==> config.mk <==
export PLATFORM = sky130hd
export DESIGN_NAME = nios_system_ram_tester_flat
export DESIGN_NICKNAME = d
export VERILOG_FILES = /design/src/rtl/nios_system_ram_tester_pkg.sv /design/src/rtl/nios_system_ram_tester_if.sv /design/src/rtl/nios_system_ram_tester_pattern.sv /design/src/rtl/nios_system_ram_tester.sv /design/src/flat_wrapper.sv
export SDC_FILE = /design/constraint.sdc
export NUM_CORES = 1
export LEC_CHECK = 0
export ABC_CLOCK_PERIOD_IN_PS = 3120
export CAP_MARGIN = 20
export CORE_MARGIN = 5
export CORE_UTILIZATION = 55
export DETAILED_ROUTE_END_ITERATION = 10
export PLACE_DENSITY_LB_ADDON = 0.1
export SYNTH_ARGS = -nofsm -noshare
export SYNTH_HDL_FRONTEND = slang
export SYNTH_SLANG_ARGS = --single-unit
==> constraint.sdc <==
create_clock -name clk -period 3.12 [get_ports clk]
set_input_delay 0.936 -clock clk [delete_from_list [all_inputs] [get_ports clk]]
set_output_delay 0.936 -clock clk [all_outputs]
set_load 0.01 [all_outputs]
==> src/rtl/nios_system_ram_tester_pkg.sv <==
// Shared types and constants for the RAM tester: FSM state encoding,
// LFSR feedback polynomial and the maximum run length.
package nios_system_ram_tester_pkg;

    typedef enum logic [2:0] {
        ST_IDLE,
        ST_WRITE,
        ST_READ,
        ST_DRAIN,
        ST_DONE
    } state_t;

    // Galois feedback taps for the 32-bit pattern LFSR (right-shifting form).
    localparam logic [31:0] LFSR_POLY = 32'h8020_0003;

    localparam int unsigned DEF_ADDR_W = 10;

    // Words addressable by an aw-bit word address; runs are clamped to this.
    function automatic int unsigned max_len(input int unsigned aw);
        return 32'd1 << aw;
    endfunction

    localparam int unsigned MAX_LEN = 2 ** DEF_ADDR_W;

endpackage

==> src/rtl/nios_system_ram_tester_if.sv <==
// Avalon-MM bus between the RAM tester (master) and the target RAM (slave).
interface nios_system_ram_tester_if #(
    parameter int unsigned ADDR_W = 10,
    parameter int unsigned DATA_W = 32
);
    logic [ADDR_W-1:0]   avm_address;
    logic [DATA_W/8-1:0] avm_byteenable;
    logic                avm_chipselect;
    logic                avm_write;
    logic                avm_clken;
    logic [DATA_W-1:0]   avm_writedata;
    logic [DATA_W-1:0]   avm_readdata;

    modport master (
        output avm_address, avm_byteenable, avm_chipselect, avm_write,
               avm_clken, avm_writedata,
        input  avm_readdata
    );

    modport slave (
        input  avm_address, avm_byteenable, avm_chipselect, avm_write,
               avm_clken, avm_writedata,
        output avm_readdata
    );
endinterface

==> src/rtl/nios_system_ram_tester_pattern.sv <==
// Test-pattern generator shared by the write and read phases.
// Default: incrementing pattern seed + i.
// With NIOS_SYSTEM_RAM_TESTER_LFSR_EN defined: Galois LFSR loaded with seed
// (a zero seed is replaced by 1 so the LFSR never locks up).
module nios_system_ram_tester_pattern
    import nios_system_ram_tester_pkg::*;
#(
    parameter int unsigned DATA_W = 32
) (
    input  logic              clk,
    input  logic              reset_n,
    input  logic              load,
    input  logic              advance,
    input  logic [DATA_W-1:0] seed,
    output logic [DATA_W-1:0] value
);

`ifdef NIOS_SYSTEM_RAM_TESTER_LFSR_EN
    localparam logic [DATA_W-1:0] POLY = DATA_W'(LFSR_POLY);

    // Load takes priority over advance; shift right, fold taps on a set LSB.
    always_ff @(posedge clk or negedge reset_n) begin
        if (!reset_n) begin
            value <= '0;
        end else if (load) begin
            value <= (seed == '0) ? DATA_W'(1) : seed;
        end else if (advance) begin
            value <= {1'b0, value[DATA_W-1:1]} ^ (value[0] ? POLY : '0);
        end
    end
`else
    // Load takes priority over advance; one increment per word.
    always_ff @(posedge clk or negedge reset_n) begin
        if (!reset_n) begin
            value <= '0;
        end else if (load) begin
            value <= seed;
        end else if (advance) begin
            value <= value + DATA_W'(1);
        end
    end
`endif

endmodule

==> src/rtl/nios_system_ram_tester.sv <==
// Built-in RAM tester: writes a pattern over a word range, reads it back and
// compares each word READ_LATENCY cycles after the read was issued.
// Optional macro NIOS_SYSTEM_RAM_TESTER_LFSR_EN selects an LFSR pattern.
module nios_system_ram_tester
    import nios_system_ram_tester_pkg::*;
#(
    parameter int unsigned ADDR_W       = 10,
    parameter int unsigned DATA_W       = 32,
    parameter int unsigned READ_LATENCY = 1
) (
    input  logic                    clk,
    input  logic                    reset_n,
    input  logic                    start,
    input  logic [ADDR_W-1:0]       base_addr,
    input  logic [ADDR_W:0]         length,
    input  logic [DATA_W-1:0]       seed,
    output logic                    busy,
    output logic                    done,
    output logic                    pass,
    output logic [ADDR_W:0]         error_count,
    output logic [ADDR_W-1:0]       first_err_addr,
    nios_system_ram_tester_if.master avm
);

    localparam logic [ADDR_W:0] LEN_MAX = (ADDR_W + 1)'(max_len(ADDR_W));
    localparam int unsigned     DRAIN_W = $clog2(READ_LATENCY + 1);

    state_t               state, state_next;
    logic [ADDR_W-1:0]    addr_r, base_r;
    logic [ADDR_W:0]      cnt, len_r, len_clamped;
    logic [DATA_W-1:0]    seed_r, pat_value, pat_seed;
    logic [DRAIN_W-1:0]   drain_cnt;
    logic                 pass_r;
    logic                 last_word, pat_load, pat_advance, mismatch;

    logic [DATA_W-1:0]    dl_data [READ_LATENCY];
    logic [ADDR_W-1:0]    dl_addr [READ_LATENCY];
    logic [READ_LATENCY-1:0] dl_vld;

    assign len_clamped = (length > LEN_MAX) ? LEN_MAX : length;
    assign last_word   = (cnt == (ADDR_W + 1)'(1));
    assign pat_load    = ((state == ST_IDLE) && start) || ((state == ST_WRITE) && last_word);
    assign pat_advance = (state == ST_WRITE) || (state == ST_READ);
    assign pat_seed    = (state == ST_IDLE) ? seed : seed_r;
    assign mismatch    = dl_vld[READ_LATENCY-1] &&
                         (avm.avm_readdata != dl_data[READ_LATENCY-1]);

    nios_system_ram_tester_pattern #(
        .DATA_W (DATA_W)
    ) u_pattern (
        .clk     (clk),
        .reset_n (reset_n),
        .load    (pat_load),
        .advance (pat_advance),
        .seed    (pat_seed),
        .value   (pat_value)
    );

    // State register.
    always_ff @(posedge clk or negedge reset_n) begin
        if (!reset_n) state <= ST_IDLE;
        else          state <= state_next;
    end

    // Next-state decode and bus/status outputs.
    always_comb begin
        state_next          = state;
        busy                = 1'b1;
        done                = 1'b0;
        avm.avm_chipselect  = 1'b0;
        avm.avm_write       = 1'b0;
        case (state)
            ST_IDLE: begin
                busy = 1'b0;
                if (start) state_next = (len_clamped == '0) ? ST_DONE : ST_WRITE;
            end
            ST_WRITE: begin
                avm.avm_chipselect = 1'b1;
                avm.avm_write      = 1'b1;
                if (last_word) state_next = ST_READ;
            end
            ST_READ: begin
                avm.avm_chipselect = 1'b1;
                if (last_word) state_next = ST_DRAIN;
            end
            ST_DRAIN: begin
                if (drain_cnt == DRAIN_W'(1)) state_next = ST_DONE;
            end
            ST_DONE: begin
                done       = 1'b1;
                state_next = ST_IDLE;
            end
            default: state_next = ST_IDLE;
        endcase
        avm.avm_clken      = busy;
        avm.avm_address    = addr_r;
        avm.avm_byteenable = '1;
        avm.avm_writedata  = pat_value;
        // The last compare lands on the edge entering DONE, so pass is
        // derived live during DONE and held in pass_r afterwards.
        pass = done ? (error_count == '0) : pass_r;
    end

    // Run bookkeeping: address walk, word count, drain timer, results.
    always_ff @(posedge clk or negedge reset_n) begin
        if (!reset_n) begin
            addr_r         <= '0;
            base_r         <= '0;
            cnt            <= '0;
            len_r          <= '0;
            seed_r         <= '0;
            drain_cnt      <= '0;
            pass_r         <= 1'b0;
            error_count    <= '0;
            first_err_addr <= '0;
        end else begin
            case (state)
                ST_IDLE: begin
                    if (start) begin
                        addr_r         <= base_addr;
                        base_r         <= base_addr;
                        cnt            <= len_clamped;
                        len_r          <= len_clamped;
                        seed_r         <= seed;
                        pass_r         <= 1'b0;
                        error_count    <= '0;
                        first_err_addr <= '0;
                    end
                end
                ST_WRITE: begin
                    if (last_word) begin
                        addr_r <= base_r;
                        cnt    <= len_r;
                    end else begin
                        addr_r <= addr_r + ADDR_W'(1);
                        cnt    <= cnt - (ADDR_W + 1)'(1);
                    end
                end
                ST_READ: begin
                    addr_r <= addr_r + ADDR_W'(1);
                    cnt    <= cnt - (ADDR_W + 1)'(1);
                    if (last_word) drain_cnt <= DRAIN_W'(READ_LATENCY);
                end
                ST_DRAIN: drain_cnt <= drain_cnt - DRAIN_W'(1);
                ST_DONE:  pass_r    <= (error_count == '0);
                default: ;
            endcase
            if (mismatch) begin
                error_count <= error_count + (ADDR_W + 1)'(1);
                if (error_count == '0) first_err_addr <= dl_addr[READ_LATENCY-1];
            end
        end
    end

    // Expected-data delay line aligned with the RAM read latency.
    always_ff @(posedge clk or negedge reset_n) begin
        if (!reset_n) begin
            dl_vld <= '0;
            for (int unsigned i = 0; i < READ_LATENCY; i++) begin
                dl_data[i] <= '0;
                dl_addr[i] <= '0;
            end
        end else begin
            dl_vld[0]  <= (state == ST_READ);
            dl_data[0] <= pat_value;
            dl_addr[0] <= addr_r;
            for (int unsigned i = 1; i < READ_LATENCY; i++) begin
                dl_vld[i]  <= dl_vld[i-1];
                dl_data[i] <= dl_data[i-1];
                dl_addr[i] <= dl_addr[i-1];
            end
        end
    end

endmodule

==> src/flat_wrapper.sv <==
// flat-port wrapper written by rule: the top's interface ports become plain ports
module nios_system_ram_tester_flat import nios_system_ram_tester_pkg::*;
#(
    parameter int unsigned ADDR_W       = 10,
    parameter int unsigned DATA_W       = 32,
    parameter int unsigned READ_LATENCY = 1
)
  (clk, reset_n, start, base_addr, length, seed, busy, done, pass, error_count, first_err_addr, avm_avm_address, avm_avm_byteenable, avm_avm_chipselect, avm_avm_write, avm_avm_clken, avm_avm_writedata, avm_avm_readdata);
  nios_system_ram_tester_if #(.ADDR_W(ADDR_W), .DATA_W(DATA_W)) avm_i ();
  input  logic clk;
  input  logic reset_n;
  input  logic start;
  input  logic [ADDR_W-1:0] base_addr;
  input  logic [ADDR_W:0] length;
  input  logic [DATA_W-1:0] seed;
  output logic busy;
  output logic done;
  output logic pass;
  output logic [ADDR_W:0] error_count;
  output logic [ADDR_W-1:0] first_err_addr;
  output wire logic [$bits(avm_i.avm_address)-1:0] avm_avm_address;
  output wire logic [$bits(avm_i.avm_byteenable)-1:0] avm_avm_byteenable;
  output wire logic [$bits(avm_i.avm_chipselect)-1:0] avm_avm_chipselect;
  output wire logic [$bits(avm_i.avm_write)-1:0] avm_avm_write;
  output wire logic [$bits(avm_i.avm_clken)-1:0] avm_avm_clken;
  output wire logic [$bits(avm_i.avm_writedata)-1:0] avm_avm_writedata;
  input wire logic [$bits(avm_i.avm_readdata)-1:0] avm_avm_readdata;
  assign avm_avm_address = avm_i.avm_address;
  assign avm_avm_byteenable = avm_i.avm_byteenable;
  assign avm_avm_chipselect = avm_i.avm_chipselect;
  assign avm_avm_write = avm_i.avm_write;
  assign avm_avm_clken = avm_i.avm_clken;
  assign avm_avm_writedata = avm_i.avm_writedata;
  assign avm_i.avm_readdata = avm_avm_readdata;
  nios_system_ram_tester #(.ADDR_W(ADDR_W), .DATA_W(DATA_W), .READ_LATENCY(READ_LATENCY)) u_core (.clk(clk), .reset_n(reset_n), .start(start), .base_addr(base_addr), .length(length), .seed(seed), .busy(busy), .done(done), .pass(pass), .error_count(error_count), .first_err_addr(first_err_addr), .avm(avm_i));
endmodule
==> parameters.txt, run 1 <==
Parameter                              Value

Run status
  Result of the run ... completed

Drt
  DRC violation total after the first TritonRoute iteration ... 706
  Number of vias per cell after detailed routing ... 5.67
  Detailed-router iteration count before antenna repair ... 5
  Mean routed wirelength per cell ... 17.4 um
  Vias ... 7528
  Residual DRC ... 0
  Antenna viol nets, final ... 0
  Sum of routed wire length over all layers ... 23.2 mm

Synth
  Count of warnings emitted by yosys ... 0
  EDFF count, synth ... 0
  Cell variety after synth ... 64
  Mapped Avg Cell Area ... 9.07 um2
  Leading area contributor after synthesis ... sky130_fd_sc_hd__dfrtp_1
  Top cell type's share of synthesized area ... 51.0%
  Portion of the post-synthesis area used by sequential elements ... 51.0%
  Post-synthesis cell count ... 947
  Most used DFF post-synth ... sky130_fd_sc_hd__dfrtp_1
  Main area contributors after synthesis ... sky130_fd_sc_hd__dfrtp_1 (51%), sky130_fd_sc_hd__nand2_1 (11%), sky130_fd_sc_hd__xor2_1 (4.3%)
  Flops & latches, synth ... 175
  Synthesized cell area ... 8590 um2
  Fraction of registers with async set/reset ... 100%

Global route
  Via count of the first global-routing pass ... 7032
  Congestion Overflow GR ... 0
  Wire length of the first global-routing pass ... 37.3 mm
  Pin count of the biggest net entering global routing ... 60
  Antenna violations before repair ... 0
  Total global-route track usage ... 25.8%

Pwr
  Comb pwr share ... 15.9%
  Power per cell area ... 526 nW/um2
  Power Internal ... 4180 uW
  Switching Power ... 1680 uW
  Sequential power share ... 48.1%
  Worst vdd rail ir drop ... 401 uV
  Static leakage ... 0.00506 uW
  Clock group share of total power ... 36.0%
  Switching share of power ... 28.7%

Die
  Effective utilization at floorplan ... 56.3%
  Core area ... 15300 um2
  Die height ... 135 um
  Horizontal extent of the die ... 135 um
  Site Rows ... 45
  Ports placed on the boundary ... 161
  Die ar. ... 18200 um2

Worst hold path
  Hold/Removal Path Class ... register to register

STA
  Final setup violating endpoints ... 0
  Fin crit share ... 96.1%
  Total count of max-transition violations in the final report ... 0
  Hold WS ... 0.429 ns
  Normalized max-slew margin ... 59.4%
  Final worst clock skew ... 0.00861 ns
  Min cycle time layout ... 3.00 ns
  Worst Max-Slew Pin Slew ... 0.610 ns
  Number of hold-slack violations in the final timing report ... 0
  RSZ-0062 raised after global routing ... false
  Setup tns final ... 0 ns
  Fmax ... 0.333 GHz

Run
  Reported max-cap violation count ... 0

Critical path
  Crit Path Class ... register to output pin
  Crit path arrival time ... 2.06 ns
  Crit-path leading delay family ... simple AND/OR/NAND/NOR gates
  Delay of the slowest cell on the worst path ... 0.47 ns
  Required time of the critical path ... 2.18 ns
  Crit path max-delay cell type ... sky130_fd_sc_hd__or4b_4
  Biggest fanout along the worst timing path ... 2
  Sequence of cells on the critical path ... inv_1 > ha_1 > or4b_4 > nor4_4 > buf_4 > mux2_2 > buf_6
  Buffers and inverters on the worst path ... 3
  Kind of start point of the critical path ... register
  Sort of element at the end of the critical path ... output pin

Placement
  Count of input and output buffers ... 156
  Total half-perimeter wirelength after legalization and detailed placement ... 16.1 mm
  Final weighted congestion in routability-driven placement ... 0.876

Clocking
  Root Buffer Master ... sky130_fd_sc_hd__clkbuf_16
  Bufs on Longest Clock Path ... 2
  Worst-path clk slew ... 0.07 ns
  Number of buffers added by the clock tree synthesis step ... 17
  Worst-skew pair later-pin latency ... 0.43 ns
  Clock tree from TritonCTS ... done
  Number of H-tree levels ... 4
  Clock sink count ... 175

Final layout
  Most common library cell in the layout ignoring fill and taps ... sky130_fd_sc_hd__nand2_1
  Diode insertion count for antenna repair ... 0
  Relative area change from synthesis to final layout ... 29.8%
  Most used cells in the layout excluding fill and tap cells ... sky130_fd_sc_hd__nand2_1 (255), sky130_fd_sc_hd__dfrtp_1 (175), sky130_fd_sc_hd__clkdlybuf4s50_1 (154)
  Fraction of final layout cells with drive strength greater than 1 ... 8.06%
  Number of nets in the finished design ... 1198
[registers in the layout, indices dropped and copies added (netlist names)]
register and cells:
u_core.first_err_addr 10, u_core.cnt 11, u_core.avm.avm_address 10, u_core.state 3, u_core.error_count 11, u_core.dl_data 32, u_core.u_pattern.value 32, u_core.seed_r 32
u_core.len_r 11, u_core.dl_vld 1, u_core.base_r 10, u_core.dl_addr 10, u_core.pass_r 1, u_core.drain_cnt 1
[cell type report]
| cell class | instances | area, um2 |
|---|---|---|
| clock buffers | 18 | 439 |
| flip-flops and latches | 175 | 4380 |
| repair buffers | 193 | 1930 |
| fillers | 1128 | 4110 |
| multi-input cells | 694 | 3910 |
| well taps | 211 | 264 |
| inverters | 23 | 86.3 |
| clock inverters | 14 | 148 |
[cell usage after synthesis, types with 9 or more instances]
cell type	instances
sky130_fd_sc_hd__nor2_1	36
sky130_fd_sc_hd__buf_2	15
sky130_fd_sc_hd__nor3_1	16
sky130_fd_sc_hd__a221oi_1	10
sky130_fd_sc_hd__xor2_1	42
sky130_fd_sc_hd__nand2_1	256
sky130_fd_sc_hd__a22o_1	9
sky130_fd_sc_hd__dfrtp_1	175
sky130_fd_sc_hd__inv_1	22
sky130_fd_sc_hd__and3_1	20
sky130_fd_sc_hd__nor4_1	15
sky130_fd_sc_hd__clkbuf_1	27
sky130_fd_sc_hd__mux2i_1	16
sky130_fd_sc_hd__nand3_1	43
sky130_fd_sc_hd__a21oi_1	58
sky130_fd_sc_hd__o21ai_0	52
[path summary, 6_finish.rpt]
check | startpoint | to | slack, ns | cells past startpoint
setup reg to reg | u_core.u_pattern.value[0] | u_core.u_pattern.value[24] | 0.71 | 7
min in group asynchronous | reset_n | u_core.len_r[3] | 0.44 | 1
setup / recovery | u_core.error_count[1] | pass | 0.12 | 7
hold reg to reg | u_core.u_pattern.value[13] | u_core.dl_data[13] | 0.43 | 0
hold / removal | u_core.u_pattern.value[13] | u_core.dl_data[13] | 0.43 | 0
max in group asynchronous | reset_n | u_core.seed_r[14] | 2.00 | 2
[worst reg2reg max path: stages (launching register included)]
cell                      delay [ns]
sky130_fd_sc_hd__dfrtp_1        0.49
sky130_fd_sc_hd__ha_1           0.24
sky130_fd_sc_hd__nand3_1        0.25
sky130_fd_sc_hd__nor4_4         0.50
sky130_fd_sc_hd__nand3_1        0.29
sky130_fd_sc_hd__nor2_1         0.21
sky130_fd_sc_hd__a22oi_1        0.11
sky130_fd_sc_hd__o22a_1         0.21
[cell families after synthesis]
| family | count (synthesis) | share of synthesized area (%) |
|---|---|---|
| other | 1 | 0.0436 |
| DFF | 175 | 51.0 |
| xor gates and xnor gates | 46 | 4.69 |
| buffers and inverters | 81 | 4.14 |
| adders and majority gates | 6 | 0.874 |
| and+or+nand+nor | 427 | 22.6 |
| muxes | 20 | 2.39 |
| AOI/OAI and AO/OA | 191 | 14.3 |
[repair_timing]
item | 4_1_cts | 5_1_grt
cloned | 0 | 0
setup endpoints to repair | 1 | 1
buffers inserted | 1 | 0
resized for setup | 6 | 2
hold buffers | 0 | 0
pin swaps | 1 | 1
[per-stage QoR]
stage | total power, uW | util (%) | instance area (um2) | instances | setup slack [ns]
floorplan | 3230 | - | 8600 | 950 | 0.571
global placement | 3750 | 69.1 | 10500 | 1295 | -0.0667
detailed placement | 3780 | 69.1 | 10500 | 1295 | -0.159
CTS | 5880 | 73.0 | 11100 | 1328 | 0.0236
global route | 6110 | 73.1 | 11200 | 1328 | 0.0230
finish | 5860 | 73.1 | 11200 | 1328 | 0.120
[routing by layer]
metal	wire length, um	GRT usage (%)
met1	10700	40.9
met4	335	6.94
met3	1820	4.36
met2	10300	36.6
met5	0	0
[power by group through the flow]
stage / Clock (uW) / Combinational, uW / Sequential (uW)
after CTS: 2140 / 936 / 2810
final: 2110 / 929 / 2820
after floorplan: 0 / 448 / 2790
after detailed placement: 0 / 925 / 2850
after global placement: 0 / 905 / 2850
after global routing: 2220 / 1030 / 2860
(Power assumes the default switching activity.)
==> run 2: changes to the inputs <==
- SLEW_MARGIN: default -> 15
==> results of run 2 <==
No change in the layout: final DEF, timing and power equal those of run 1.
